$ cat config.mk
export PLATFORM = sky130hd
export DESIGN_NAME = id_ex_stage_reg_flat
export DESIGN_NICKNAME = d
export VERILOG_FILES = /design/src/rtl/id_ex_stage_reg_pkg.sv /design/src/rtl/id_ex_stage_reg_if.sv /design/src/rtl/id_ex_stage_reg_wb_bypass_cmp.sv /design/src/rtl/id_ex_stage_reg.sv /design/src/flat_wrapper.sv
export SDC_FILE = /design/constraint.sdc
export NUM_CORES = 1
export LEC_CHECK = 0
export CAP_MARGIN = 20
export CORE_UTILIZATION = 44
export CTS_CLUSTER_DIAMETER = 120
export DETAILED_ROUTE_END_ITERATION = 8
export PLACE_DENSITY = 0.92
export SYNTH_ARGS = -nofsm -noshare
export SYNTH_HDL_FRONTEND = slang
export SYNTH_HIERARCHICAL = 1
export SYNTH_SLANG_ARGS = --single-unit
export TNS_END_PERCENT = 50
$ cat constraint.sdc
create_clock -name Clk -period 5.2 [get_ports Clk]
set_input_delay 0.52 -clock Clk [delete_from_list [all_inputs] [get_ports Clk]]
set_output_delay 0.52 -clock Clk [all_outputs]
set_load 0.02 [all_outputs]
$ cat src/rtl/id_ex_stage_reg_pkg.sv
// Shared pipeline definitions: datapath widths, ALU opcodes and the packed
// decode control bundle carried from ID into EX.
package pipe_pkg;

  localparam int DATA_W  = 32;
  localparam int REG_W   = 5;
  localparam int ALUOP_W = 4;

  localparam logic [ALUOP_W-1:0] ALU_ADD = 4'h0;
  localparam logic [ALUOP_W-1:0] ALU_SUB = 4'h1;
  localparam logic [ALUOP_W-1:0] ALU_AND = 4'h2;
  localparam logic [ALUOP_W-1:0] ALU_OR  = 4'h3;
  localparam logic [ALUOP_W-1:0] ALU_XOR = 4'h4;
  localparam logic [ALUOP_W-1:0] ALU_NOR = 4'h5;
  localparam logic [ALUOP_W-1:0] ALU_SLT = 4'h6;
  localparam logic [ALUOP_W-1:0] ALU_SLL = 4'h7;
  localparam logic [ALUOP_W-1:0] ALU_SRL = 4'h8;
  localparam logic [ALUOP_W-1:0] ALU_SRA = 4'h9;
  localparam logic [ALUOP_W-1:0] ALU_LUI = 4'hA;

  typedef struct packed {
    logic alu_src;
    logic reg_dst;
    logic mem_read;
    logic mem_write;
    logic reg_write;
    logic mem_to_reg;
  } ctrl_t;

  // A bubble carries no side effects: every control bit is cleared.
  localparam ctrl_t BUBBLE = '0;

endpackage

$ cat src/rtl/id_ex_stage_reg_if.sv
// ID/EX boundary bundle: decode inputs, write-back bypass inputs, hazard
// controls and the registered execute-stage outputs.
interface id_ex_stage_reg_if #(
  parameter int DATA_W  = pipe_pkg::DATA_W,
  parameter int REG_W   = pipe_pkg::REG_W,
  parameter int ALUOP_W = pipe_pkg::ALUOP_W,
  parameter int PERF_W  = 16
);

  logic               Stall;
  logic               Flush;

  logic               ID_Valid;
  logic [DATA_W-1:0]  ID_Pc;
  logic [DATA_W-1:0]  ID_RsData;
  logic [DATA_W-1:0]  ID_RtData;
  logic [DATA_W-1:0]  ID_Imm;
  logic [REG_W-1:0]   ID_Rs;
  logic [REG_W-1:0]   ID_Rt;
  logic [REG_W-1:0]   ID_Rd;
  logic [ALUOP_W-1:0] ID_AluOp;
  logic               ID_AluSrc;
  logic               ID_RegDst;
  logic               ID_MemRead;
  logic               ID_MemWrite;
  logic               ID_RegWrite;
  logic               ID_MemToReg;

  logic               WB_RegWrite;
  logic [REG_W-1:0]   WB_Rd;
  logic [DATA_W-1:0]  WB_Data;

  logic               EX_Valid;
  logic [DATA_W-1:0]  EX_Pc;
  logic [DATA_W-1:0]  EX_RsData;
  logic [DATA_W-1:0]  EX_RtData;
  logic [DATA_W-1:0]  EX_Imm;
  logic [REG_W-1:0]   EX_Rs;
  logic [REG_W-1:0]   EX_Rt;
  logic [REG_W-1:0]   EX_Rd;
  logic [ALUOP_W-1:0] EX_AluOp;
  logic               EX_AluSrc;
  logic               EX_RegDst;
  logic               EX_MemRead;
  logic               EX_MemWrite;
  logic               EX_RegWrite;
  logic               EX_MemToReg;

  logic [PERF_W-1:0]  BubbleCount;

  modport master (
    output Stall, Flush,
    output ID_Valid, ID_Pc, ID_RsData, ID_RtData, ID_Imm,
    output ID_Rs, ID_Rt, ID_Rd, ID_AluOp,
    output ID_AluSrc, ID_RegDst, ID_MemRead, ID_MemWrite, ID_RegWrite, ID_MemToReg,
    output WB_RegWrite, WB_Rd, WB_Data,
    input  EX_Valid, EX_Pc, EX_RsData, EX_RtData, EX_Imm,
    input  EX_Rs, EX_Rt, EX_Rd, EX_AluOp,
    input  EX_AluSrc, EX_RegDst, EX_MemRead, EX_MemWrite, EX_RegWrite, EX_MemToReg,
    input  BubbleCount
  );

  modport slave (
    input  Stall, Flush,
    input  ID_Valid, ID_Pc, ID_RsData, ID_RtData, ID_Imm,
    input  ID_Rs, ID_Rt, ID_Rd, ID_AluOp,
    input  ID_AluSrc, ID_RegDst, ID_MemRead, ID_MemWrite, ID_RegWrite, ID_MemToReg,
    input  WB_RegWrite, WB_Rd, WB_Data,
    output EX_Valid, EX_Pc, EX_RsData, EX_RtData, EX_Imm,
    output EX_Rs, EX_Rt, EX_Rd, EX_AluOp,
    output EX_AluSrc, EX_RegDst, EX_MemRead, EX_MemWrite, EX_RegWrite, EX_MemToReg,
    output BubbleCount
  );

endinterface

$ cat src/rtl/id_ex_stage_reg_wb_bypass_cmp.sv
// Write-back compare-and-select: substitutes the value being written back
// this cycle when it targets the given register (never $0).
module wb_bypass_cmp #(
  parameter int DATA_W = pipe_pkg::DATA_W,
  parameter int REG_W  = pipe_pkg::REG_W
) (
  input  logic [REG_W-1:0]  rs,
  input  logic [DATA_W-1:0] rdata,
  input  logic              wb_regwrite,
  input  logic [REG_W-1:0]  wb_rd,
  input  logic [DATA_W-1:0] wb_data,
  output logic [DATA_W-1:0] dout
);

  logic hit;

  assign hit  = wb_regwrite && (wb_rd != '0) && (wb_rd == rs);
  assign dout = hit ? wb_data : rdata;

endmodule

$ cat src/rtl/id_ex_stage_reg.sv
// Decode-to-execute pipeline register with stall, flush and write-back
// operand fix-up. Define ID_EX_PERF_EN to build the saturating bubble counter.
module id_ex_stage_reg #(
  parameter int DATA_W  = pipe_pkg::DATA_W,
  parameter int REG_W   = pipe_pkg::REG_W,
  parameter int ALUOP_W = pipe_pkg::ALUOP_W,
  parameter int PERF_W  = 16
) (
  input logic             Clk,
  input logic             Rst,
  id_ex_stage_reg_if.slave bus
);

  import pipe_pkg::ctrl_t;
  import pipe_pkg::BUBBLE;

  logic               ex_valid;
  logic [DATA_W-1:0]  ex_pc;
  logic [DATA_W-1:0]  ex_rs_data;
  logic [DATA_W-1:0]  ex_rt_data;
  logic [DATA_W-1:0]  ex_imm;
  logic [REG_W-1:0]   ex_rs;
  logic [REG_W-1:0]   ex_rt;
  logic [REG_W-1:0]   ex_rd;
  logic [ALUOP_W-1:0] ex_aluop;
  ctrl_t              ex_ctrl;
  ctrl_t              id_ctrl;

  logic [DATA_W-1:0]  ld_rs_data;
  logic [DATA_W-1:0]  ld_rt_data;
  logic [DATA_W-1:0]  rf_rs_data;
  logic [DATA_W-1:0]  rf_rt_data;
  logic               rf_wb_regwrite;
  logic               take_bubble;

  assign id_ctrl = '{alu_src:    bus.ID_AluSrc,
                     reg_dst:    bus.ID_RegDst,
                     mem_read:   bus.ID_MemRead,
                     mem_write:  bus.ID_MemWrite,
                     reg_write:  bus.ID_RegWrite,
                     mem_to_reg: bus.ID_MemToReg};

  // The register file reads stale data when WB writes the same register in
  // the same cycle, so operands are patched here on load.
  wb_bypass_cmp #(.DATA_W(DATA_W), .REG_W(REG_W)) u_ld_rs (
    .rs          (bus.ID_Rs),
    .rdata       (bus.ID_RsData),
    .wb_regwrite (bus.WB_RegWrite),
    .wb_rd       (bus.WB_Rd),
    .wb_data     (bus.WB_Data),
    .dout        (ld_rs_data)
  );

  wb_bypass_cmp #(.DATA_W(DATA_W), .REG_W(REG_W)) u_ld_rt (
    .rs          (bus.ID_Rt),
    .rdata       (bus.ID_RtData),
    .wb_regwrite (bus.WB_RegWrite),
    .wb_rd       (bus.WB_Rd),
    .wb_data     (bus.WB_Data),
    .dout        (ld_rt_data)
  );

  // A held instruction would otherwise miss a write-back that retires while
  // it waits; only a real instruction is refreshed.
  assign rf_wb_regwrite = bus.WB_RegWrite && ex_valid;

  wb_bypass_cmp #(.DATA_W(DATA_W), .REG_W(REG_W)) u_rf_rs (
    .rs          (ex_rs),
    .rdata       (ex_rs_data),
    .wb_regwrite (rf_wb_regwrite),
    .wb_rd       (bus.WB_Rd),
    .wb_data     (bus.WB_Data),
    .dout        (rf_rs_data)
  );

  wb_bypass_cmp #(.DATA_W(DATA_W), .REG_W(REG_W)) u_rf_rt (
    .rs          (ex_rt),
    .rdata       (ex_rt_data),
    .wb_regwrite (rf_wb_regwrite),
    .wb_rd       (bus.WB_Rd),
    .wb_data     (bus.WB_Data),
    .dout        (rf_rt_data)
  );

  // An invalid decode slot loads the same canonical bubble as a flush.
  assign take_bubble = bus.Flush || (!bus.Stall && !bus.ID_Valid);

  always_ff @(posedge Clk or posedge Rst) begin
    if (Rst) begin
      ex_valid   <= 1'b0;
      ex_pc      <= '0;
      ex_rs_data <= '0;
      ex_rt_data <= '0;
      ex_imm     <= '0;
      ex_rs      <= '0;
      ex_rt      <= '0;
      ex_rd      <= '0;
      ex_aluop   <= '0;
      ex_ctrl    <= BUBBLE;
    end else if (take_bubble) begin
      ex_valid   <= 1'b0;
      ex_pc      <= '0;
      ex_rs_data <= '0;
      ex_rt_data <= '0;
      ex_imm     <= '0;
      ex_rs      <= '0;
      ex_rt      <= '0;
      ex_rd      <= '0;
      ex_aluop   <= '0;
      ex_ctrl    <= BUBBLE;
    end else if (bus.Stall) begin
      ex_rs_data <= rf_rs_data;
      ex_rt_data <= rf_rt_data;
    end else begin
      ex_valid   <= 1'b1;
      ex_pc      <= bus.ID_Pc;
      ex_rs_data <= ld_rs_data;
      ex_rt_data <= ld_rt_data;
      ex_imm     <= bus.ID_Imm;
      ex_rs      <= bus.ID_Rs;
      ex_rt      <= bus.ID_Rt;
      ex_rd      <= bus.ID_Rd;
      ex_aluop   <= bus.ID_AluOp;
      ex_ctrl    <= id_ctrl;
    end
  end

  assign bus.EX_Valid    = ex_valid;
  assign bus.EX_Pc       = ex_pc;
  assign bus.EX_RsData   = ex_rs_data;
  assign bus.EX_RtData   = ex_rt_data;
  assign bus.EX_Imm      = ex_imm;
  assign bus.EX_Rs       = ex_rs;
  assign bus.EX_Rt       = ex_rt;
  assign bus.EX_Rd       = ex_rd;
  assign bus.EX_AluOp    = ex_aluop;
  assign bus.EX_AluSrc   = ex_ctrl.alu_src;
  assign bus.EX_RegDst   = ex_ctrl.reg_dst;
  assign bus.EX_MemRead  = ex_ctrl.mem_read;
  assign bus.EX_MemWrite = ex_ctrl.mem_write;
  assign bus.EX_RegWrite = ex_ctrl.reg_write;
  assign bus.EX_MemToReg = ex_ctrl.mem_to_reg;

`ifdef ID_EX_PERF_EN
  logic [PERF_W-1:0] bubble_cnt;

  always_ff @(posedge Clk or posedge Rst) begin
    if (Rst) begin
      bubble_cnt <= '0;
    end else if (bus.Flush && (bubble_cnt != {PERF_W{1'b1}})) begin
      bubble_cnt <= bubble_cnt + PERF_W'(1);
    end
  end

  assign bus.BubbleCount = bubble_cnt;
`else
  assign bus.BubbleCount = {PERF_W{1'b0}};
`endif

endmodule

$ cat src/flat_wrapper.sv
// flat-port wrapper written by rule: the top's interface ports become plain ports
module id_ex_stage_reg_flat import pipe_pkg::ctrl_t; import pipe_pkg::BUBBLE;
#(
  parameter int DATA_W  = pipe_pkg::DATA_W,
  parameter int REG_W   = pipe_pkg::REG_W,
  parameter int ALUOP_W = pipe_pkg::ALUOP_W,
  parameter int PERF_W  = 16
)
  (Clk, Rst, bus_Stall, bus_Flush, bus_ID_Valid, bus_ID_Pc, bus_ID_RsData, bus_ID_RtData, bus_ID_Imm, bus_ID_Rs, bus_ID_Rt, bus_ID_Rd, bus_ID_AluOp, bus_ID_AluSrc, bus_ID_RegDst, bus_ID_MemRead, bus_ID_MemWrite, bus_ID_RegWrite, bus_ID_MemToReg, bus_WB_RegWrite, bus_WB_Rd, bus_WB_Data, bus_EX_Valid, bus_EX_Pc, bus_EX_RsData, bus_EX_RtData, bus_EX_Imm, bus_EX_Rs, bus_EX_Rt, bus_EX_Rd, bus_EX_AluOp, bus_EX_AluSrc, bus_EX_RegDst, bus_EX_MemRead, bus_EX_MemWrite, bus_EX_RegWrite, bus_EX_MemToReg, bus_BubbleCount);
  id_ex_stage_reg_if #(.DATA_W(DATA_W), .REG_W(REG_W), .ALUOP_W(ALUOP_W), .PERF_W(PERF_W)) bus_i ();
  input logic Clk;
  input logic Rst;
  input wire logic [$bits(bus_i.Stall)-1:0] bus_Stall;
  input wire logic [$bits(bus_i.Flush)-1:0] bus_Flush;
  input wire logic [$bits(bus_i.ID_Valid)-1:0] bus_ID_Valid;
  input wire logic [$bits(bus_i.ID_Pc)-1:0] bus_ID_Pc;
  input wire logic [$bits(bus_i.ID_RsData)-1:0] bus_ID_RsData;
  input wire logic [$bits(bus_i.ID_RtData)-1:0] bus_ID_RtData;
  input wire logic [$bits(bus_i.ID_Imm)-1:0] bus_ID_Imm;
  input wire logic [$bits(bus_i.ID_Rs)-1:0] bus_ID_Rs;
  input wire logic [$bits(bus_i.ID_Rt)-1:0] bus_ID_Rt;
  input wire logic [$bits(bus_i.ID_Rd)-1:0] bus_ID_Rd;
  input wire logic [$bits(bus_i.ID_AluOp)-1:0] bus_ID_AluOp;
  input wire logic [$bits(bus_i.ID_AluSrc)-1:0] bus_ID_AluSrc;
  input wire logic [$bits(bus_i.ID_RegDst)-1:0] bus_ID_RegDst;
  input wire logic [$bits(bus_i.ID_MemRead)-1:0] bus_ID_MemRead;
  input wire logic [$bits(bus_i.ID_MemWrite)-1:0] bus_ID_MemWrite;
  input wire logic [$bits(bus_i.ID_RegWrite)-1:0] bus_ID_RegWrite;
  input wire logic [$bits(bus_i.ID_MemToReg)-1:0] bus_ID_MemToReg;
  input wire logic [$bits(bus_i.WB_RegWrite)-1:0] bus_WB_RegWrite;
  input wire logic [$bits(bus_i.WB_Rd)-1:0] bus_WB_Rd;
  input wire logic [$bits(bus_i.WB_Data)-1:0] bus_WB_Data;
  output wire logic [$bits(bus_i.EX_Valid)-1:0] bus_EX_Valid;
  output wire logic [$bits(bus_i.EX_Pc)-1:0] bus_EX_Pc;
  output wire logic [$bits(bus_i.EX_RsData)-1:0] bus_EX_RsData;
  output wire logic [$bits(bus_i.EX_RtData)-1:0] bus_EX_RtData;
  output wire logic [$bits(bus_i.EX_Imm)-1:0] bus_EX_Imm;
  output wire logic [$bits(bus_i.EX_Rs)-1:0] bus_EX_Rs;
  output wire logic [$bits(bus_i.EX_Rt)-1:0] bus_EX_Rt;
  output wire logic [$bits(bus_i.EX_Rd)-1:0] bus_EX_Rd;
  output wire logic [$bits(bus_i.EX_AluOp)-1:0] bus_EX_AluOp;
  output wire logic [$bits(bus_i.EX_AluSrc)-1:0] bus_EX_AluSrc;
  output wire logic [$bits(bus_i.EX_RegDst)-1:0] bus_EX_RegDst;
  output wire logic [$bits(bus_i.EX_MemRead)-1:0] bus_EX_MemRead;
  output wire logic [$bits(bus_i.EX_MemWrite)-1:0] bus_EX_MemWrite;
  output wire logic [$bits(bus_i.EX_RegWrite)-1:0] bus_EX_RegWrite;
  output wire logic [$bits(bus_i.EX_MemToReg)-1:0] bus_EX_MemToReg;
  output wire logic [$bits(bus_i.BubbleCount)-1:0] bus_BubbleCount;
  assign bus_i.Stall = bus_Stall;
  assign bus_i.Flush = bus_Flush;
  assign bus_i.ID_Valid = bus_ID_Valid;
  assign bus_i.ID_Pc = bus_ID_Pc;
  assign bus_i.ID_RsData = bus_ID_RsData;
  assign bus_i.ID_RtData = bus_ID_RtData;
  assign bus_i.ID_Imm = bus_ID_Imm;
  assign bus_i.ID_Rs = bus_ID_Rs;
  assign bus_i.ID_Rt = bus_ID_Rt;
  assign bus_i.ID_Rd = bus_ID_Rd;
  assign bus_i.ID_AluOp = bus_ID_AluOp;
  assign bus_i.ID_AluSrc = bus_ID_AluSrc;
  assign bus_i.ID_RegDst = bus_ID_RegDst;
  assign bus_i.ID_MemRead = bus_ID_MemRead;
  assign bus_i.ID_MemWrite = bus_ID_MemWrite;
  assign bus_i.ID_RegWrite = bus_ID_RegWrite;
  assign bus_i.ID_MemToReg = bus_ID_MemToReg;
  assign bus_i.WB_RegWrite = bus_WB_RegWrite;
  assign bus_i.WB_Rd = bus_WB_Rd;
  assign bus_i.WB_Data = bus_WB_Data;
  assign bus_EX_Valid = bus_i.EX_Valid;
  assign bus_EX_Pc = bus_i.EX_Pc;
  assign bus_EX_RsData = bus_i.EX_RsData;
  assign bus_EX_RtData = bus_i.EX_RtData;
  assign bus_EX_Imm = bus_i.EX_Imm;
  assign bus_EX_Rs = bus_i.EX_Rs;
  assign bus_EX_Rt = bus_i.EX_Rt;
  assign bus_EX_Rd = bus_i.EX_Rd;
  assign bus_EX_AluOp = bus_i.EX_AluOp;
  assign bus_EX_AluSrc = bus_i.EX_AluSrc;
  assign bus_EX_RegDst = bus_i.EX_RegDst;
  assign bus_EX_MemRead = bus_i.EX_MemRead;
  assign bus_EX_MemWrite = bus_i.EX_MemWrite;
  assign bus_EX_RegWrite = bus_i.EX_RegWrite;
  assign bus_EX_MemToReg = bus_i.EX_MemToReg;
  assign bus_BubbleCount = bus_i.BubbleCount;
  id_ex_stage_reg #(.DATA_W(DATA_W), .REG_W(REG_W), .ALUOP_W(ALUOP_W), .PERF_W(PERF_W)) u_core (.Clk(Clk), .Rst(Rst), .bus(bus_i));
endmodule
Word-level counts from Yosys, hierarchy flattened:

Cells that the tools add are included.

* register bits after elaboration: 154
* input bits: 196

* eq/ne operators: 7
* muxes and demuxes: 24
* reductions and logical operators: 12

Operators by type and width (count)
* 32-bit 2-to-1 mux: 12
* 5-bit 2-to-1 mux: 6
* 5-bit equality test: 4
* 6-bit 2-to-1 mux: 2
* 1-bit logical AND: 8
* 4-bit 2-to-1 mux: 2
* 3-bit by 1-bit inequality test with 1-bit output (second input constant): 2
* 5-bit nonzero test: 1
* 1-bit zero test: 2
* 1-bit 2-to-1 mux: 2
* 2-bit by 1-bit inequality test with 1-bit output (second input constant): 1
* 1-bit logical OR: 1

Logic depth before layout (Yosys ltp):

Gate-level depths: netlist of the first run.

* depth after elaboration: 6
* mapped depth: 7

Hierarchy:

Netlist of the first run, hierarchy kept.

By module, submodules not included
* id_ex_stage_reg: times used 1, cells an instance 565, area each 6397.4 sq um, sequential area each 3853.7 sq um
* wb_bypass_cmp: times used 4, cells an instance 45, area each 594.3 sq um, sequential area each 0.0 sq um

Worst setup path after synthesis of the first run:

OpenSTA, ideal clock, no wires.

* path kind: input to register
* start: input port bus_ID_Rs[2]
* end: register u_core.ex_rs_data[10], in the netlist u_core/bus.EX_RsData[10]
* setup time: 0.136 ns
* data arrival time: 1.761 ns
* data required time: 5.064 ns
* slack: 3.303 ns
* cell stages on the path: 7
* path buffers: 1
* cells stage by stage: xnor2_1 nand3_1 a211oi_4 buf_6 mux2_4 nand3b_1 a21oi_1

* word-level cells in the longest chain between the ends: 5

Ends and longest elaborated chain
* start: declaration: RTL line flat_wrapper.sv:20 `input wire logic [$bits(bus_i.ID_Rs)-1:0] bus_ID_Rs;`
* 5-bit equality test: RTL line id_ex_stage_reg_wb_bypass_cmp.sv:17 `assign hit = wb_regwrite && (wb_rd != '0) && (wb_rd == rs);`
* 1-bit logical AND: RTL line id_ex_stage_reg_wb_bypass_cmp.sv:17
* 32-bit 2-to-1 mux: RTL line id_ex_stage_reg_wb_bypass_cmp.sv:18 `assign dout = hit ? wb_data : rdata;`
* via u_core.ld_rs_data[10]: RTL line id_ex_stage_reg.sv:29 `logic [DATA_W-1:0] ld_rs_data;`
* 32-bit 2-to-1 mux: RTL line id_ex_stage_reg.sv:111 `end else if (bus.Stall) begin`
* 32-bit 2-to-1 mux: RTL line id_ex_stage_reg.sv:100 `end else if (take_bubble) begin`
* end signal: assignment: RTL line id_ex_stage_reg.sv:112 `ex_rs_data <= rf_rs_data;`
* end signal: assignment: RTL line id_ex_stage_reg.sv:117 `ex_rs_data <= ld_rs_data;`
* end: declaration: RTL line id_ex_stage_reg.sv:19 `logic [DATA_W-1:0] ex_rs_data;`

The timed path passes the listed nets, and every way through them passes these cells.
A chain may end at the register's enable or synchronous reset.

Worst setup path after layout of the first run:

* start: input port bus_WB_Rd[0]
* end: register u_core.ex_rs_data[0], in the netlist u_core/bus.EX_RsData[0]

* word-level cells in the longest chain between the ends: 6
* elaborated cells on any way between the ends: 11
* those cells by class: eq/ne: 3; mux: 3; reduce/logical: 5

Ends and longest elaborated chain
* start: declaration: RTL line flat_wrapper.sv:31 `input wire logic [$bits(bus_i.WB_Rd)-1:0] bus_WB_Rd;`
* 5-bit nonzero test: RTL line id_ex_stage_reg_wb_bypass_cmp.sv:17
* 1-bit logical AND: RTL line id_ex_stage_reg_wb_bypass_cmp.sv:17
* 1-bit logical AND *: RTL line id_ex_stage_reg_wb_bypass_cmp.sv:17
* 32-bit 2-to-1 mux *: RTL line id_ex_stage_reg_wb_bypass_cmp.sv:18
* via u_core.ld_rs_data[0]: RTL line id_ex_stage_reg.sv:29
* 32-bit 2-to-1 mux *: RTL line id_ex_stage_reg.sv:111
* 32-bit 2-to-1 mux *: RTL line id_ex_stage_reg.sv:100

Mark *: on every way through the listed nets, which the timed path passes. The rest lies on a longest branch.

==> metrics.md, run 1 <==
| Metric | Value |
|---|---|
| CP arrival | `3.00 ns` |
| Vias in the first global route | `7548` |
| Final net count | `~1200` |
| CP Launch Point | `bus_WB_Rd[0]` |
| Hold Crit Start | `u_core/bus.EX_RegDst` |
| I/O pins | `between 300 and 400` |
| Rows | `51` |
| Remaining DRCs | `0` |
| Post-Layout Cell Count | `about 1300` |
| Status | `completed` |
| Final Hold Fails | `0` |
| First-pass GRT wire length | `41400 microns` |
| # hold bufs at CTS | `0` |
| Crit path kind | `input port to register` |
| Uppermost layer routed | `met4` |
| Post-CTS Setup Repair Bufs | `0` |
| Pwr Density | `approximately 240 nW/um^2` |
| Post-Syn Area | `~9000 sq um` |
| Hpwl dp | `18400 microns` |
| RSZ-0062 raised after global routing | `no` |
| Met1 WL | `roughly 11000 microns` |
| Sw power | `between 900 and 1000 uW` |
| Clk pwr share | `0.395` |
| Antenna Nets Post-Route | `0` |
| Largest net degree at the start of global routing | `114` |
| Die Y-Extent | `143 microns` |
| HP Class | `register to register` |
| First-pass DRT Iterations | `5` |
| Max Slew Vio Count | `0` |
| Via density | `5.52` |
| CTS Sinks | `154` |
| Max Freq | `0.364 GHz` |
| Clock buffer depth | `2` |
| Mux share of post-synthesis cell area | `0.217` |
| Via count | `7336` |
| CP max-delay cell | `clkdlybuf4s50_1` |
| Setup TNS | `0 ns` |
| CP Cell Sequence | `clkdlybuf4s50_1 > xnor2_1 > nand3_1 > a211oi_4 > buf_4 > mux2_2 > nand3b_1 > a21oi_1` |
| Tot GR Track Use | `0.263` |
| Seq cells post-synth | `154` |
| CP required | `around 5.5 ns` |
| Met2 Routed Length | `13600 microns` |
| Ys Warns | `6` |
| Gp weighted congestion | `0.894` |
| Simple-gate share of the synthesized area | `0.122` |
| Post-Synthesis Cells | `745` |
| Hold path cells | `1` |
| Power Internal | `2210 uW` |
| Num CTS Buffers | `17` |
| Clk Tree Root Cell | `clkbuf_16` |
| Worst-Skew Late Latency | `0.42 ns` |
| XOR/XNOR Fraction of Synth Area | `0.0160` |
| Die ar. | `20500 sq um` |
| Die width | `143 microns` |
| Unique cell type count in the Yosys netlist | `24` |
| CTS tree | `done` |
| Synth Area in Adders | `0` |
| Most frequent cells in the layout | `clkdlybuf4s50_1 (346), dfrtp_1 (154), mux2_4 (120)` |
| Endpoint class of the critical path | `register` |
| Register area share after synthesis | `0.439` |
| Post-layout minimum cycle time | `2.75 ns` |
| Final WL | `27500 microns` |
| Fraction of layout cells with a size suffix above 1 | `0.174` |
| Hold EP | `u_core/bus.EX_RegDst` |
| Largest fanout on the critical path | `32` |
| Peak supply drop | `0.000201 V` |
| Sw frac | `0.290` |
| Post-layout util | `0.654` |
| Clock slew at reported path FFs | `0.07 ns` |
| Worst Tran Pin Value | `1.06 ns` |
| Post-cts resize count | `0` |
| Max Cap Viol | `0` |
| Register share of total power | `0.409` |
| Max incr delay on CP | `0.75 ns` |
| Reg-to-Reg End | `u_core/bus.EX_RtData[0]` |
| Area grow syn2layout | `45.5%` |
| Total gr overflow | `0` |
| H-tree depth | `4` |
| Worst r2r src | `u_core/bus.EX_Rt[3]` |
| Worst Reg-to-Reg Cells | `7` |
| Synth Area per Inst | `11.8 sq um` |
| Final worst-path cycle share | `0.529` |
| Leak pwr | `0.00513 uW` |
| Synth Area in Compound Gates | `0.141` |
| Detailed-route wire length per cell | `20.7 microns` |
| Crit start category | `input port` |
| Core area | `19500 sq um` |
| Setup violators final | `0` |
| WL met3 | `between 2000 and 3000 microns` |
| Commonest non-fill, non-tap cell in the layout | `clkdlybuf4s50_1` |
| Initial Utilization | `0.449` |
| Rel. slew slack | `0.291` |
| Clock Skews | `0.0168 ns` |
| Placed Cells | `roughly 1300` |
| Port-buffer cells | `349` |
| Power Total | `3110 uW` |
| Drt first-iter violations | `433` |
| Initial antenna violation count | `2` |
| Part of the power in combinational logic | `0.197` |
| Worst R2R Setup Slack | `2.88 ns` |
| Largest family of logic cells by synthesized area | `multiplexers` |
[logic make-up (layout without fill, tap and decap cells)]
kind of cell | after synthesis | after routing
AOI/OAI and AO/OA | 161 | 161
other | 1 | 18
and+or+nand+nor | 194 | 194
muxes | 129 | 129
xor gates and xnor gates | 16 | 16
buffers and inverters | 90 | 393
DFF | 154 | 154
[critical path, delay by kind of cell]
kind	cells	cell delay (ns)
multiplexers	1	0.40
AO/OA/AOI/OAI	2	0.30
AND/OR/NAND/NOR	2	0.21
buffers and inverters	2	1.33
XOR/XNOR	1	0.17
[synthesized netlist by cell type]
cell type / n / area share
dfrtp_1: 154 / 0.44
mux2_4: 120 / 0.21
nand2_1: 95 / 0.041
a21oi_1: 87 / 0.050
nand3b_1: 87 / 0.074
a32o_1: 66 / 0.075
clkbuf_1: 27 / 0.012
buf_2: 25 / 0.014
buf_4: 17 / 0.015
buf_6: 17 / 0.022
xnor2_1: 16 / 0.016
mux2_2: 8 / 0.010
nor2_1: 5 / 0.0021
a211oi_4: 4 / 0.0091
nand3_1: 4 / 0.0023
o41ai_2: 4 / 0.0074
buf_1: 2 / 0.00086
and2_1: 1 / 0.00071
and2b_4: 1 / 0.0011
conb_1: 1 / 0.00043
inv_1: 1 / 0.00043
inv_2: 1 / 0.00043
mux2i_1: 1 / 0.0011
nor2b_2: 1 / 0.0010
[metal layers]
layer,global-route usage,vias up
met4,0.111,0
met2,0.445,346
met3,0.0869,50
met1,0.306,3649
met5,0,-
li1,-,3291
[flip-flops by register name, indices dropped and copies added (netlist names)]
signal	cells
u_core/bus.EX_RegDst	1
u_core/bus.EX_MemRead	1
u_core/bus.EX_RsData	32
u_core/bus.EX_MemWrite	1
u_core/bus.EX_Valid	1
u_core/bus.EX_Pc	32
u_core/bus.EX_RtData	32
u_core/bus.EX_RegWrite	1
u_core/bus.EX_Rd	5
u_core/bus.EX_AluSrc	1
u_core/bus.EX_Imm	32
u_core/bus.EX_Rs	5
u_core/bus.EX_AluOp	4
u_core/bus.EX_Rt	5
u_core/bus.EX_MemToReg	1
[power groups by stage]
| stage | Clock (uW) | Combinational (uW) | Sequential, uW |
|---|---|---|---|
| 2_1_floorplan | 0 | 256 | 1350 |
| 3_3_place_gp | 0 | 599 | 1290 |
| 3_5_place_dp | 0 | 609 | 1290 |
| 4_1_cts | 1260 | 612 | 1270 |
| 5_1_grt | 1310 | 650 | 1280 |
| 6_report | 1230 | 613 | 1270 |
[cell type report]
cell class / instances / area (sq um)
antenna: 2 / 5.00
clock buffer: 17 / 425
clock inverter: 15 / 150
fill: 1426 / 6760
inverter: 2 / 12.5
multi-input combinational: 516 / 4420
sequential: 154 / 3850
tap: 265 / 332
timing repair buffer: 359 / 3570
[worst max-delay path by stage]
stage                                          end  slack (ns)  cells past startpoint
after floorplan             u_core/bus.EX_AluOp[0]        0.53                      1
after global placement    u_core/bus.EX_RsData[31]        2.11                      7
after detailed placement   u_core/bus.EX_RsData[0]        2.03                      8
after CTS                 u_core/bus.EX_RsData[31]        2.50                      7
after global routing       u_core/bus.EX_RsData[0]        2.38                      8
final                      u_core/bus.EX_RsData[0]        2.45                      8
[through the flow]
stage                     hold WS [ns]  cell area, sq um  setup slack (ns)
final                            0.490             12800              2.45
after global routing             0.499             12800              2.38
after CTS                        0.496             12700              2.50
after detailed placement         0.480             12200              2.03
after global placement           0.472             12200              2.11
after floorplan                  0.608              8830             0.530
Power figures use the tool's default switching activity.
==> run 2: changes to the inputs <==
Settings changed: CORE_UTILIZATION 44 to 39, PLACE_DENSITY 0.92 to 0.87.
Clock period 5.2 ns to 2.25 ns, I/O delays scaled along.
==> metrics.md, run 2 (synthesis results as in run 1) <==
| Metric | Value |
|---|---|
| Worst Tran Pin Value | `0.873 ns (-0.190 ns)` |
| Rows | `54 (+5.9%)` |
| Busiest grt layer | `met2` |
| Area grow syn2layout | `50.1%` |
| Leak pwr | `0.00532 uW (+3.7%)` |
| Fraction of layout cells with a size suffix above 1 | `0.196 (+0.0219)` |
| CP Cell Sequence | `clkdlybuf4s50_1 > xnor2_1 > nand3_1 > a211oi_4 > buf_12 > mux2_2 > a32o_1` |
| HP Class | `input port to register` |
| Clock buffer depth | `2 (unchanged)` |
| Layout fillers | `1695 (+19%)` |
| Total gr overflow | `0 (unchanged)` |
| First-pass GRT wire length | `44100 microns (+6.6%)` |
| CTS tree | `done` |
| Post-layout util | `0.600 (-0.0544)` |
| Die ar. | `23100 sq um (+13%)` |
| Worst-Skew Late Latency | `0.42 ns (about the same)` |
| Post-CTS Setup Repair Bufs | `0 (unchanged)` |
| FF/Latch Area | `3850 sq um (unchanged)` |
| Final Hold Fails | `0 (unchanged)` |
| CP required | `2.55 ns (-2.90 ns)` |
| Gp weighted congestion | `0.863 (-3.4%)` |
| Num CTS Buffers | `17 (unchanged)` |
| First-pass DRT Iterations | `7 (+2)` |
| Largest net degree at the start of global routing | `124 (+8.8%)` |
| I/O pins | `366 (unchanged)` |
| Hold Crit Start | `bus_Stall` |
| Crit start category | `input port` |
| Max Cap Viol | `0 (unchanged)` |
| Hold EP | `u_core/bus.EX_Pc[13]` |
| Via density | `5.38 (-2.5%)` |
| Setup ws final | `0.151 ns (-2.30 ns)` |
| Met2 GRT Util | `0.416 (-0.0292)` |
| Endpoint class of the critical path | `register` |
| Hpwl dp | `19400 microns (+5.1%)` |
| Clock slew at reported path FFs | `0.07 ns (about the same)` |
| Post-layout minimum cycle time | `2.10 ns` |
| Met3 global-route usage | `0.0619 (-0.0250)` |
| Post-cts resize count | `0 (unchanged)` |
| Most frequent cells in the layout | `clkdlybuf4s50_1 (346), dfrtp_1 (154), mux2_4 (120)` |
| Commonest non-fill, non-tap cell in the layout | `clkdlybuf4s50_1` |
| Final net count | `1275 (+2.3%)` |
| Detailed-route wire length per cell | `20.1 microns (-2.8%)` |
| Rel. slew slack | `0.418 (+0.127)` |
| Dpl ws | `-0.294 ns (-2.33 ns)` |
| Drt first-iter violations | `395 (-8.8%)` |
| Failing checks | `design-rule violations` |
| Final worst-path cycle share | `0.933` |
| Max Freq | `0.476 GHz` |
| Largest fanout on the critical path | `32 (unchanged)` |
| Crit path kind | `input port to register` |
| Pwr Density | `555 nW/um^2 (+130%)` |
| Setup TNS | `0 ns (unchanged)` |
| Multi-input gate area | `4420 sq um (unchanged)` |
| Core area | `22000 sq um (+12%)` |
| Reg-to-Reg End | `u_core/bus.EX_RtData[31]` |
| Peak supply drop | `0.000470 V (+130%)` |
| CP arrival | `2.40 ns (-0.60 ns)` |
| # hold bufs at CTS | `0 (unchanged)` |
| CP max-delay cell | `clkdlybuf4s50_1` |
| Vias in the first global route | `7975 (+5.7%)` |
| CTS Sinks | `154 (unchanged)` |
| Remaining DRCs | `50 (+50)` |
| Die Y-Extent | `152 microns (+6.1%)` |
| Worst Reg-to-Reg Cells | `6 (-1)` |
| Clk Tree Root Cell | `clkbuf_16` |
| Setup violators final | `0 (unchanged)` |
| Worst R2R Setup Slack | `0.23 ns (-2.65 ns)` |
| Hold path cells | `3 (+2)` |
| Initial Utilization | `0.400 (-0.0498)` |
| Max incr delay on CP | `0.65 ns (-0.10 ns)` |
| H-tree depth | `4 (unchanged)` |
| Antenna Nets Post-Route | `0 (unchanged)` |
| RSZ-0062 raised after global routing | `no` |
| Max Slew Vio Count | `0 (unchanged)` |
| Initial antenna violation count | `1 (-1)` |
| Worst r2r src | `u_core/bus.EX_Rt[3]` |
| Via count | `7381 (+0.61%)` |
| Clock Skews | `0.0192 ns (+0.00246 ns)` |
| Die width | `152 microns (+6.1%)` |
| Final WL | `27600 microns (+0.33%)` |
| Port-buffer cells | `349 (unchanged)` |
| M1 GR Usage | `0.293 (-0.0128)` |
| Status | `complete, but fails checks` |
| Tot GR Track Use | `0.242 (-0.0213)` |
## run 2: changes by cell type in the layout (fill, tap and decap cells not counted)
cell        previous run  this run
buf_12                 1        13
buf_2                  1         0
buf_4                 11        29
bufinv_16              0         1
clkbuf_8               0         2
clkinv_4               1         3
clkinv_8               2         0
clkinvlp_4             2         3
diode_2                2         1
inv_6                  6         4
inv_8                  4         2
## run 2: layout make-up
type	instances	share of cell area
clock inverter	13	0.0102
inverter	2	0.000855
multi-input combinational	516	0.336
clock buffer	19	0.0344
tap	280	0.0266
sequential	154	0.293
timing repair buffer	388	0.299
antenna	1	0.000190
## run 2: through the flow
stage	power (uW)	area [sq um]	cells	hold WS, ns
floorplan	3700	8830	760	0.384
global route	7630	13200	1373	0.185
global placement	4430	12600	1340	0.472
finish	7310	13200	1373	0.178
CTS	7400	13200	1372	0.163
detailed placement	4460	12600	1340	0.480
## run 2: layer usage
| layer | vias up | wire, microns |
|---|---|---|
| li1 | 3354 | - |
| met1 | 3639 | 10800 |
| met2 | 345 | 13800 |
| met3 | 43 | 2310 |
| met4 | 0 | 697 |
| met5 | - | 0 |
## run 2: critical path, delay by kind of cell
kind	cells	cell delay [ns]
compound gates	2	0.51
xor+xnor	1	0.18
buf+inv	2	0.95
mux	1	0.37
simple gates	1	0.16
## run 2: how the worst max path moves through the flow
stage                  from                       end  slack, ns
3_3_place_gp   bus_WB_Rd[0]  u_core/bus.EX_RsData[22]      -0.18
2_1_floorplan           Rst    u_core/bus.EX_AluOp[0]       0.08
3_5_place_dp   bus_WB_Rd[0]  u_core/bus.EX_RsData[31]      -0.29
4_1_cts        bus_WB_Rd[0]  u_core/bus.EX_RsData[31]       0.15
5_1_grt        bus_WB_Rd[0]  u_core/bus.EX_RsData[29]       0.05
6_report       bus_WB_Rd[0]  u_core/bus.EX_RsData[31]       0.15
## run 2: where the power goes
| group | switching (uW) | leakage, uW | internal [uW] | total, uW |
|---|---|---|---|---|
| clock | 1290 | 0.000285 | 1620 | 2910 |
| sequential | 70.6 | 0.00210 | 2870 | 2940 |
| combinational | 665 | 0.00294 | 799 | 1460 |
| total | 2020 | 0.00532 | 5290 | 7310 |
==> run 3: changes to the inputs <==
Settings changed: ABC_AREA set to 1, CORE_ASPECT_RATIO set to 1.1, CORE_UTILIZATION 39 to 41, PLACE_DENSITY 0.87 to 0.88, SETUP_SLACK_MARGIN set to 0.15.
==> metrics.md, run 3 <==
| Metric | Value |
|---|---|
| Hpwl dp | `23500 microns (+21%)` |
| Mux share of post-synthesis cell area | `0 (-0.217)` |
| Endpoint class of the critical path | `register` |
| Most frequent cells in the layout | `nand2_1 (909), clkdlybuf4s50_1 (348), inv_1 (186)` |
| Layout fillers | `2038 (+20%)` |
| Setup violators final | `0 (unchanged)` |
| Drt first-iter violations | `872 (+120%)` |
| Worst-Skew Late Latency | `0.42 ns (about the same)` |
| Worst Tran Pin Value | `0.743 ns (-0.130 ns)` |
| Synth area leader | `dfrtp_1` |
| First-pass DRT Iterations | `5 (-2)` |
| Ys flop type | `dfrtp_1` |
| CP required | `2.62 ns (+0.07 ns)` |
| Clock slew at reported path FFs | `0.07 ns (about the same)` |
| Final Hold Fails | `0 (unchanged)` |
| Vias in the first global route | `11016 (+38%)` |
| Die ar. | `24500 sq um (+6.1%)` |
| Largest fanout on the critical path | `17 (-47%)` |
| Status | `completed` |
| Core area | `23100 sq um (+5.4%)` |
| Async set-reset flop share out of synthesis | `1.00 (unchanged)` |
| Largest net degree at the start of global routing | `145 (+17%)` |
| Commonest non-fill, non-tap cell in the layout | `nand2_1` |
| Initial antenna violation count | `0 (-1)` |
| Leak pwr | `0.00825 uW (+55%)` |
| Crit path kind | `input port to register` |
| Via density | `5.15 (-4.2%)` |
| EDFF count, synth | `0 (unchanged)` |
| Top cell type's share of synthesized area | `0.393 (-0.0457)` |
| XOR/XNOR Fraction of Synth Area | `0 (-0.0160)` |
| Post-CTS Setup Repair Bufs | `0 (unchanged)` |
| Remaining DRCs | `0 (-100%)` |
| Clock Skews | `0.0117 ns (-0.00750 ns)` |
| CP arrival | `2.20 ns (-0.20 ns)` |
| Simple-gate share of the synthesized area | `0.454 (+0.332)` |
| Final worst-path cycle share | `0.816 (-0.117)` |
| Rows | `58 (+7.4%)` |
| Power Total | `7820 uW (+6.9%)` |
| Most common cell in the netlist | `nand2_1` |
| Final WL | `34700 microns (+26%)` |
| First-pass GRT wire length | `54200 microns (+23%)` |
| Final net count | `2039 (+60%)` |
| Initial Utilization | `0.423 (+0.0235)` |
| Antenna Nets Post-Route | `0 (unchanged)` |
| Port-buffer cells | `349 (unchanged)` |
| Rel. slew slack | `0.505 (+0.0869)` |
| Post-cts resize count | `0 (unchanged)` |
| Max Cap Viol | `0 (unchanged)` |
| Post-Synthesis Cells | `1542 (+110%)` |
| Seq cells post-synth | `154 (unchanged)` |
| Main area contributors after synthesis | `dfrtp_1 (39%), nand2_1 (35%), nand4_1 (8.2%)` |
| CTS Sinks | `154 (unchanged)` |
| Most instantiated cells after synthesis | `nand2_1 (909), inv_1 (187), dfrtp_1 (154), nand4_1 (128), buf_2 (63)` |
| Max Freq | `0.545 GHz (+14%)` |
| Total gr overflow | `0 (unchanged)` |
| Unique cell type count in the Yosys netlist | `19 (-21%)` |
| Post-layout minimum cycle time | `1.84 ns (-0.263 ns)` |
| Synth Area in Compound Gates | `0.00843 (-0.133)` |
| Synth Area per Inst | `6.35 sq um (-46%)` |
| Die width | `149 microns (-1.7%)` |
| Setup TNS | `0 ns (unchanged)` |
| Clock buffer depth | `2 (unchanged)` |
| Fin area | `14200 sq um (+7.5%)` |
| Register area share after synthesis | `0.393 (-0.0457)` |
| Crit start category | `input port` |
| HP Class | `input port to register` |
| Peak supply drop | `0.000464 V (-1.3%)` |
| Largest family of logic cells by synthesized area | `simple AND/OR/NAND/NOR gates` |
| # hold bufs at CTS | `0 (unchanged)` |
| Post-Place Cell Area | `13600 sq um (+7.7%)` |
| Post-Syn Area | `9790 sq um (+12%)` |
| Hold Slack | `0.234 ns (+0.0556 ns)` |
| Clk Tree Root Cell | `clkbuf_16` |
| Num CTS Buffers | `17 (unchanged)` |
| Tot GR Track Use | `0.282 (+0.0402)` |
| Detailed-route wire length per cell | `16.1 microns (-20%)` |
| Fraction of layout cells with a size suffix above 1 | `0.0447 (-0.151)` |
| Gp weighted congestion | `0.891 (+3.2%)` |
| Ys Warns | `6 (unchanged)` |
| RSZ-0062 raised after global routing | `no` |
| Synth Area in Adders | `0 (unchanged)` |
| Pwr Density | `552 nW/um^2 (-0.56%)` |
| Post-layout util | `0.612 (+0.0121)` |
| CTS tree | `done` |
| I/O pins | `366 (unchanged)` |
| Area grow syn2layout | `44.6%` |
| Die Y-Extent | `164 microns (+8.0%)` |
| H-tree depth | `4 (unchanged)` |
| Via count | `11109 (+51%)` |
| Max Slew Vio Count | `0 (unchanged)` |
==> run 3: worst paths after layout <==
| path | end | slack [ns] | startpoint | cells after the start |
|---|---|---|---|---|
| setup / recovery | u_core/bus.EX_RsData[13] | 0.41 | bus_WB_Rd[1] | 12 |
| setup reg to reg | u_core/bus.EX_RtData[30] | 0.49 | u_core/bus.EX_Valid | 13 |
| min in group asynchronous | u_core/bus.EX_Pc[10] | 0.25 | Rst | 3 |
| hold / removal | u_core/bus.EX_Pc[2] | 0.23 | bus_Stall | 5 |
| max in group asynchronous | u_core/bus.EX_RtData[31] | 1.56 | Rst | 3 |
| hold reg to reg | u_core/bus.EX_Pc[22] | 0.56 | u_core/bus.EX_Pc[22] | 4 |
==> run 3: kinds of logic (layout without fill, tap and decap cells) <==
group / count (synthesis) / count (layout)
simple gates: 1069 / 1069
flops: 154 / 154
buf+inv: 305 / 604
other cells: 1 / 17
compound gates: 13 / 13
==> run 3: final cells by class <==
| class | instances | area (sq um) | area share |
|---|---|---|---|
| flip-flops and latches | 154 | 3850 | 0.272 |
| multi-input cells | 1098 | 4600 | 0.325 |
| clock inverters | 15 | 180 | 0.0127 |
| diodes | 1 | 2.50 | 0.000177 |
| inverters | 192 | 727 | 0.0513 |
| well taps | 300 | 375 | 0.0265 |
| clock buffers | 17 | 425 | 0.0300 |
| repair buffers | 380 | 4000 | 0.282 |
==> run 3: metrics by stage <==
| stage | std cells | worst slack [ns] |
|---|---|---|
| 5_1_grt | 2156 | 0.271 |
| 2_1_floorplan | 1557 | 0.0801 |
| 4_1_cts | 2156 | 0.472 |
| 3_5_place_dp | 2124 | 0.0387 |
| 6_report | 2157 | 0.414 |
| 3_3_place_gp | 2124 | 0.0904 |
==> run 3: power by group <==
group	leakage [uW]	internal [uW]	switching, uW
Clock	0.000298	1690	1350
Sequential	0.00208	2890	85.6
Combinational	0.00587	784	1020
==> run 3: critical path, cell delays in order <==
cell and delay [ns]:
clkdlybuf4s50_1 0.74, nand2_1 0.09, nand2_1 0.08, nand2_1 0.08, nor2_4 0.17, buf_4 0.28, nand4_1 0.16, nand2_1 0.10
nand2_1 0.06, nand2_1 0.08, nand2_1 0.07, inv_1 0.07
==> run 3: routing by layer <==
layer / GRT usage / share of wire
met5: 0 / 0
met4: 0.154 / 0.041
met3: 0.0800 / 0.11
met2: 0.480 / 0.49
met1: 0.318 / 0.36
